**config.mk**
```make
export PLATFORM = sky130hd
export DESIGN_NAME = vga_scan_fetch
export DESIGN_NICKNAME = d
export VERILOG_FILES = /design/src/rtl/vga_scan_fetch.sv
export SDC_FILE = /design/constraint.sdc
export NUM_CORES = 1
export LEC_CHECK = 0
export ABC_AREA = 1
export BUFFER_PORTS_ARGS = -buffer_cell sky130_fd_sc_hd__buf_2
export CAP_MARGIN = 0
export CORE_MARGIN = 5
export CORE_UTILIZATION = 30
export CTS_CLUSTER_SIZE = 14
export DETAILED_ROUTE_END_ITERATION = 10
export GPL_TIMING_DRIVEN = 0
export SETUP_SLACK_MARGIN = 0.2
export SYNTH_ARGS = -nofsm -noshare
export SYNTH_HDL_FRONTEND = slang
export SYNTH_SLANG_ARGS = --single-unit
```
**constraint.sdc**
```tcl
create_clock -name clk_25mhz -period 3.9 [get_ports clk_25mhz]
set_input_delay 1.17 -clock clk_25mhz [delete_from_list [all_inputs] [get_ports clk_25mhz]]
set_output_delay 1.17 -clock clk_25mhz [all_outputs]
set_load 0.03 [all_outputs]
```
**src/rtl/vga_scan_fetch.sv**
```systemverilog
// Scan-timing generator and framebuffer fetch stage for the VGA output path.
// Raw counters drive scaled framebuffer reads; coordinates are delayed to line up with the read data.
module vga_scan_fetch #(
    parameter int H_DISPLAY     = 640,
    parameter int H_FRONT       = 16,
    parameter int H_SYNC        = 96,
    parameter int H_TOTAL       = 800,
    parameter int V_DISPLAY     = 480,
    parameter int V_FRONT       = 10,
    parameter int V_SYNC        = 2,
    parameter int V_TOTAL       = 525,
    parameter int SCALE_SHIFT   = 1,
    parameter int READ_LATENCY  = 2,
    parameter int FB_ADDR_WIDTH = 17,
    parameter int COLORS        = 3,
    parameter int COLOR_DEPTH   = 8
) (
    input  logic                            clk_25mhz,
    input  logic                            rst,
    input  logic [FB_ADDR_WIDTH-1:0]        fb_base,
    output logic                            fb_base_ack,
    output logic                            fb_rd_en,
    output logic [FB_ADDR_WIDTH-1:0]        fb_rd_addr,
    input  logic [COLORS*COLOR_DEPTH-1:0]   fb_rd_data,
    output logic [COLORS*COLOR_DEPTH-1:0]   pixel_data,
    output logic [$clog2(H_TOTAL)-1:0]      curr_x,
    output logic [$clog2(V_TOTAL)-1:0]      curr_y,
    output logic                            frame_start,
    output logic                            vblank
);

    localparam int XW = $clog2(H_TOTAL);
    localparam int YW = $clog2(V_TOTAL);
    localparam int AW = FB_ADDR_WIDTH;

    localparam logic [XW-1:0] X_LAST   = XW'(H_TOTAL - 1);
    localparam logic [XW-1:0] X_DISP   = XW'(H_DISPLAY);
    localparam logic [XW-1:0] X_GROUP  = XW'((1 << SCALE_SHIFT) - 1);
    localparam logic [YW-1:0] Y_LAST   = YW'(V_TOTAL - 1);
    localparam logic [YW-1:0] Y_DISP   = YW'(V_DISPLAY);
    localparam logic [YW-1:0] Y_GROUP  = YW'((1 << SCALE_SHIFT) - 1);
    localparam logic [AW-1:0] ROW_STEP = AW'(H_DISPLAY >> SCALE_SHIFT);

    if (H_DISPLAY + H_FRONT + H_SYNC > H_TOTAL || V_DISPLAY + V_FRONT + V_SYNC > V_TOTAL) begin : g_bad_timing
        $error("vga_scan_fetch: display+front+sync exceeds total");
    end
    if ((H_DISPLAY % (1 << SCALE_SHIFT)) != 0) begin : g_bad_scale
        $error("vga_scan_fetch: H_DISPLAY not divisible by scale factor");
    end
    if (READ_LATENCY < 1) begin : g_bad_latency
        $error("vga_scan_fetch: READ_LATENCY must be at least 1");
    end

    logic [XW-1:0] x_raw;
    logic [YW-1:0] y_raw;
    logic [AW-1:0] col;
    logic [AW-1:0] row_base;
    logic          x_wrap;
    logic          frame_wrap;
    logic          active;

    logic [XW-1:0]           x_pipe [READ_LATENCY];
    logic [YW-1:0]           y_pipe [READ_LATENCY];
    logic [READ_LATENCY-1:0] v_pipe;
    logic [READ_LATENCY-1:0] fs_pipe;

    assign x_wrap     = (x_raw == X_LAST);
    assign frame_wrap = x_wrap && (y_raw == Y_LAST);
    assign active     = (x_raw < X_DISP) && (y_raw < Y_DISP);

    always_ff @(posedge clk_25mhz or posedge rst) begin
        if (rst) begin
            x_raw <= '0;
            y_raw <= '0;
        end else if (x_wrap) begin
            x_raw <= '0;
            y_raw <= (y_raw == Y_LAST) ? '0 : y_raw + YW'(1);
        end else begin
            x_raw <= x_raw + XW'(1);
        end
    end

    // Address = row_base + col, both stepped incrementally so no multiplier is needed.
    always_ff @(posedge clk_25mhz or posedge rst) begin
        if (rst) begin
            col      <= '0;
            row_base <= '0;
        end else begin
            if (x_wrap) begin
                col <= '0;
            end else if ((x_raw < X_DISP) && ((x_raw & X_GROUP) == X_GROUP)) begin
                col <= col + AW'(1);
            end
            if (frame_wrap) begin
                row_base <= fb_base;
            end else if (x_wrap && (y_raw < Y_DISP) && ((y_raw & Y_GROUP) == Y_GROUP)) begin
                row_base <= row_base + ROW_STEP;
            end
        end
    end

    // Reset values park the aligned coordinates in the blank region, outside any sync pulse.
    always_ff @(posedge clk_25mhz or posedge rst) begin
        if (rst) begin
            for (int i = 0; i < READ_LATENCY; i++) begin
                x_pipe[i] <= X_DISP;
                y_pipe[i] <= Y_DISP;
            end
            v_pipe  <= '0;
            fs_pipe <= '0;
        end else begin
            x_pipe[0]  <= x_raw;
            y_pipe[0]  <= y_raw;
            v_pipe[0]  <= active;
            fs_pipe[0] <= (x_raw == '0) && (y_raw == '0);
            for (int i = 1; i < READ_LATENCY; i++) begin
                x_pipe[i]  <= x_pipe[i-1];
                y_pipe[i]  <= y_pipe[i-1];
                v_pipe[i]  <= v_pipe[i-1];
                fs_pipe[i] <= fs_pipe[i-1];
            end
        end
    end

    assign fb_rd_en    = active && !rst;
    assign fb_rd_addr  = row_base + col;
    assign fb_base_ack = frame_wrap;
    assign curr_x      = x_pipe[READ_LATENCY-1];
    assign curr_y      = y_pipe[READ_LATENCY-1];
    assign frame_start = fs_pipe[READ_LATENCY-1];
    assign vblank      = (curr_y >= Y_DISP);
    assign pixel_data  = v_pipe[READ_LATENCY-1] ? fb_rd_data : '0;

endmodule

```
# Yosys cells after proc, flatten, opt, wreduce, memory -nomap -nowiden
# Index checks and enable logic that the tools add are counted.
# Widths: inputs -> output; s select.
[classes] n_addsub=5 magnitude_cmp=3 eq_ne=2 mux=7 n_reduce_logical=12
[ops] cell="$mux 17" n=4
[ops] cell="$mux 24" n=1
[ops] cell="$add 10x1->10 const B" n=2
[ops] cell="$eq 10x10->1 const B" n=2
[ops] cell="$logic_not 10->1" n=2
[ops] cell="$mux 10" n=2
[ops] cell="$add 17x1->17 const B" n=1
[ops] cell="$add 17x17->17" n=1
[ops] cell="$add 17x9->17 const B" n=1
[ops] cell="$ge 10x9->1 const B" n=1
[ops] cell="$lt 10x10->1 const B" n=1
[ops] cell="$lt 10x9->1 const B" n=1
[ops] cell="$logic_and 1x1->1" n=7
[ops] cell="$reduce_bool 2->1" n=2
[ops] cell="$logic_not 1->1" n=1
[totals] regBits=98 inputBits=43 wordCells=39

# Depth between registers and ports, before layout
[depth] depth_word=5 depth_mapped=11

# Worst setup path before layout
# No wires, ideal clock.
[synth_timing] path_type="reg-to-output" start="reg col[0]" end="out fb_rd_addr[8]" t_arrival_ps=1878 required_ps=2730 slack_ps=852 path_stages_with_launch=8 path_cell_list="dfrtp_1 > ha_1 > fa_1 > nand3_1 > nand2_1 > nand2_1 > nand2_1 > xor2_1"
[synth_via] elab_chain_cells=1
[synth_rtl] item="start, declared" line="56" rtl="logic [AW-1:0] col;"
[synth_rtl] item="start signal, assigned" line="92" rtl="col <= col + AW'(1);"
[synth_rtl] item="$add 17x17->17" line="126" rtl="assign fb_rd_addr = row_base + col;"
[synth_rtl] item="end, declared" line="23" rtl="output logic [FB_ADDR_WIDTH-1:0] fb_rd_addr,"
# No other way between the ends.

# Worst setup path after layout
[layout_timing] start="reg col[0]" end="out fb_rd_addr[16]"
# The elaborated chain is that of the path after synthesis.

==> impl_metrics.yaml <==
run_status:
  outcome: "complete, no violations"
clock_network:
  ctsRootBufferMaster: "clkbuf_16"
  cts_buffers: 9
  clk_pin_slew_worst_paths_ns: 0.07
  clock_path_buffers: 2
  htreeDepth: 3
  hold_buffers: 0
  tritoncts: "yes"
  cts.sinks: 98
  worstSkewPairLatency_ns: 0.35
final_layout:
  diodes: 0
  fin_area_um2: 6820
  final_nets: 936
  areaGrowthSynthToFinish_pct: 20.8
  final_core_util_pct: 36.6
  stdcell_count: 1109
  drive_gt1_share_pct: 20.9
sta:
  fin_crit_ns: 3.53
  grt_setup_unrepaired: "false"
  slew_headroom_pct: 57.0
  holdWs_ns: 0.346
  max_freq_mhz: 283
  fin_setup_tns_ns: 0
  setup_viol: 0
  fin_crit_sh_pct: 90.6
  timing.final.hold_violations: 0
  slew_violations: 0
  worst_pin_slew_ns: 0.644
  fin_worst_skew_ns: 0.00613
worst_setup_path:
  worst-setup-path-type: "reg -> out"
  crit_path_max_incr_delay_ns: 0.46
  rr_startpoint: "x_raw[0]$_DFF_PP0_"
  setup.worst_path.end_class: "primary output"
  critPathLaunch: "col[0]$_DFFE_PP0P_"
  rr_worst_depth: 7
  cp_cell_sequence: "ha_2 -> fa_1 -> nand3_1 -> nand2_1 -> nand2_1 -> nand2_1 -> nand2_1 -> nand3b_1 -> nand2_1 -> buf_2"
  start_kind: "flip-flop"
  critPathArrivalTime_ns: 2.36
  cp_max_fo: 6
  slowest_stage: "dfrtp_1"
  crit_path_frequent_cell: "nand2_1"
  required_ns: 2.73
floorplanning:
  core-area_um2: 18600
  die_w_um: 147
  dieArea_um2: 21700
  start_util_pct: 30.3
  die_h_um: 147
  pin_count: 108
  rows: 50
synth:
  yosysMostFrequentCell: "nand2_1"
  synthTopCellsByArea: "dfrtp_1 38%, nand2_1 15%, inv_1 6.9%, dfstp_2 5.6%, nand3_1 5.2%"
  async_flop_share_pct: 100
  seq_area_frac_synth_pct: 43.7
  synth-xor-area-share_pct: 2.02
  synth_top_family_by_area: "simple AND/OR/NAND/NOR gates"
  postSynthAreaPerCell_um2: 7.53
  synth_cells: 750
  synth_common_cells: "229 x nand2_1, 104 x inv_1, 86 x dfrtp_1"
  yosys.area.top_type_share_pct: 38.1
  ys_seq_elements: 98
  synth_adder_area_share_pct: 5.23
  synth_compound_area_share_pct: 5.05
  synth.mux.area_fraction_pct: 0
  synth-edff-count: 0
  syn_area_um2: 5650
  synthSimpleGateAreaFrac_pct: 33.3
  syn_nets: 816
  yosys_warnings: 0
  synth_cell_types: 37
  synth.largest_area_cell: "dfrtp_1"
  synth-main-ff-cell: "dfrtp_1"
place:
  dp_hpwl_um: 10700
  gp_congestion: 0.859
  place_area_um2: 6520
  port_buffers: 107
  dpl.cell_count: 1093
global_routing:
  grt_usage_pct: 13.0
  antenna_found_initial: 0
  grt_pass1_vias: 4624
  grt_overflow: 0
  grt_max_degree: 40
  grt_pass1_wl_um: 23000
min_path:
  hold_start: "x_pipe[14]$_DFF_PP0_"
  hold_path_depth: 0
  hold_class: "reg -> reg"
job:
  cap_violations: 0
power_and_ir_drop:
  vdd_drop_max_mv: 0.190
  leakage_nw: 3.88
  power.density_nw_per_um2: 297
drt:
  first_iter_violations: 286
  drcViolationCount: 0
  drt_wl_total_um: 13600
  ant_nets: 0
  first_pass_iters: 5
  wl_per_cell_um: 12.2
  routed-via-count: 4954
  routed_via_density: 4.47
[layout make-up]
type / instances / area [µm²]
Sequential cell: 98 / 2470
Buffer: 28 / 194
Timing Repair Buffer: 109 / 576
Inverter: 110 / 417
Multi-Input combinational cell: 514 / 2580
Clock inverter: 6 / 72.6
Fill cell: 1958 / 11800
Clock buffer: 10 / 229
Tap cell: 234 / 293
[power breakdown]
| part | leakage (nW) | internal [mW] | switching, mW |
|---|---|---|---|
| combinational | 2.56 | 0.0334 | 0.0654 |
| clock | 0.150 | 0.508 | 0.402 |
| sequential | 1.17 | 1.02 | 0 |
[final timing paths]
check / end / slack, ns
max: fb_rd_addr[16] / 0.37
min: curr_x[4]$_DFF_PP0_ / 0.35
max reg2reg: y_raw[4]$_DFFE_PP0N_ / 2.00
max in group asynchronous: y_pipe[17]$_DFF_PP1_ / 2.08
min in group asynchronous: curr_x[4]$_DFF_PP0_ / 0.91
min reg2reg: curr_x[4]$_DFF_PP0_ / 0.35
[worst max-delay path, delay by kind of cell (launching register included)]
| kind | cells | cell delay (ns) |
|---|---|---|
| adder cells (fa/ha/maj) | 2 | 0.68 |
| buffers and inverters | 1 | 0.19 |
| AND/OR/NAND/NOR | 7 | 0.68 |
| flip-flops | 1 | 0.46 |
[flip-flops by register name (all words and copies together) (netlist names)]
name and count:
v_pipe 2, fs_pipe 2, x_raw 10, curr_y 10, col 17, row_base 17, x_pipe 10, y_pipe 10
y_raw 10, curr_x 10
[per-stage QoR]
step,setup WS [ns],power (mW)
after global routing,0.202,2.10
final,0.365,2.03
after detailed placement,0.669,1.14
after global placement,0.674,1.13
after floorplan,0.852,1.09
after CTS,0.272,2.05
[logic make-up after synthesis]
logic type,Yosys count
simple gates,424
flops,98
buf+inv,138
fa+ha+maj,23
compound gates,54
xor+xnor,13
[what timing repair did]
action | in CTS | in global routing
resized for setup | 0 | 1
setup buffers | 0 | 0
setup endpoints to repair | 0 | 3
[per-layer routing]
| layer | track usage [%] | routed length [µm] | vias to the layer above |
|---|---|---|---|
| li1 | - | - | 2589 |
| met1 | 17.8 | 6580 | 2219 |
| met4 | 4.80 | 242 | 0 |
| met5 | 0 | 0 | - |
| met2 | 20.5 | 5980 | 132 |
| met3 | 2.53 | 772 | 14 |
[cells in the final DEF (no fill, tap or decap), types with 3 or more instances in the layout]
| cell type | n |
|---|---|
| dfstp_2 | 12 |
| dfrtp_1 | 86 |
| o21ai_1 | 4 |
| nand3_2 | 3 |
| xnor2_1 | 4 |
| buf_2 | 109 |
| o21ai_0 | 28 |
| nand4_1 | 16 |
| xor2_1 | 9 |
| nor2_1 | 75 |
| nand2_1 | 229 |
| inv_1 | 103 |
| buf_4 | 21 |
| clkbuf_16 | 9 |
| ha_1 | 21 |
| nor3_1 | 13 |
| inv_2 | 6 |
| clkbuf_1 | 5 |
| nand3b_1 | 8 |
| inv_6 | 3 |
| and2_1 | 5 |
| nand3_1 | 59 |
| a21oi_1 | 17 |
| nand2_4 | 3 |
(Power assumes the default switching activity.)
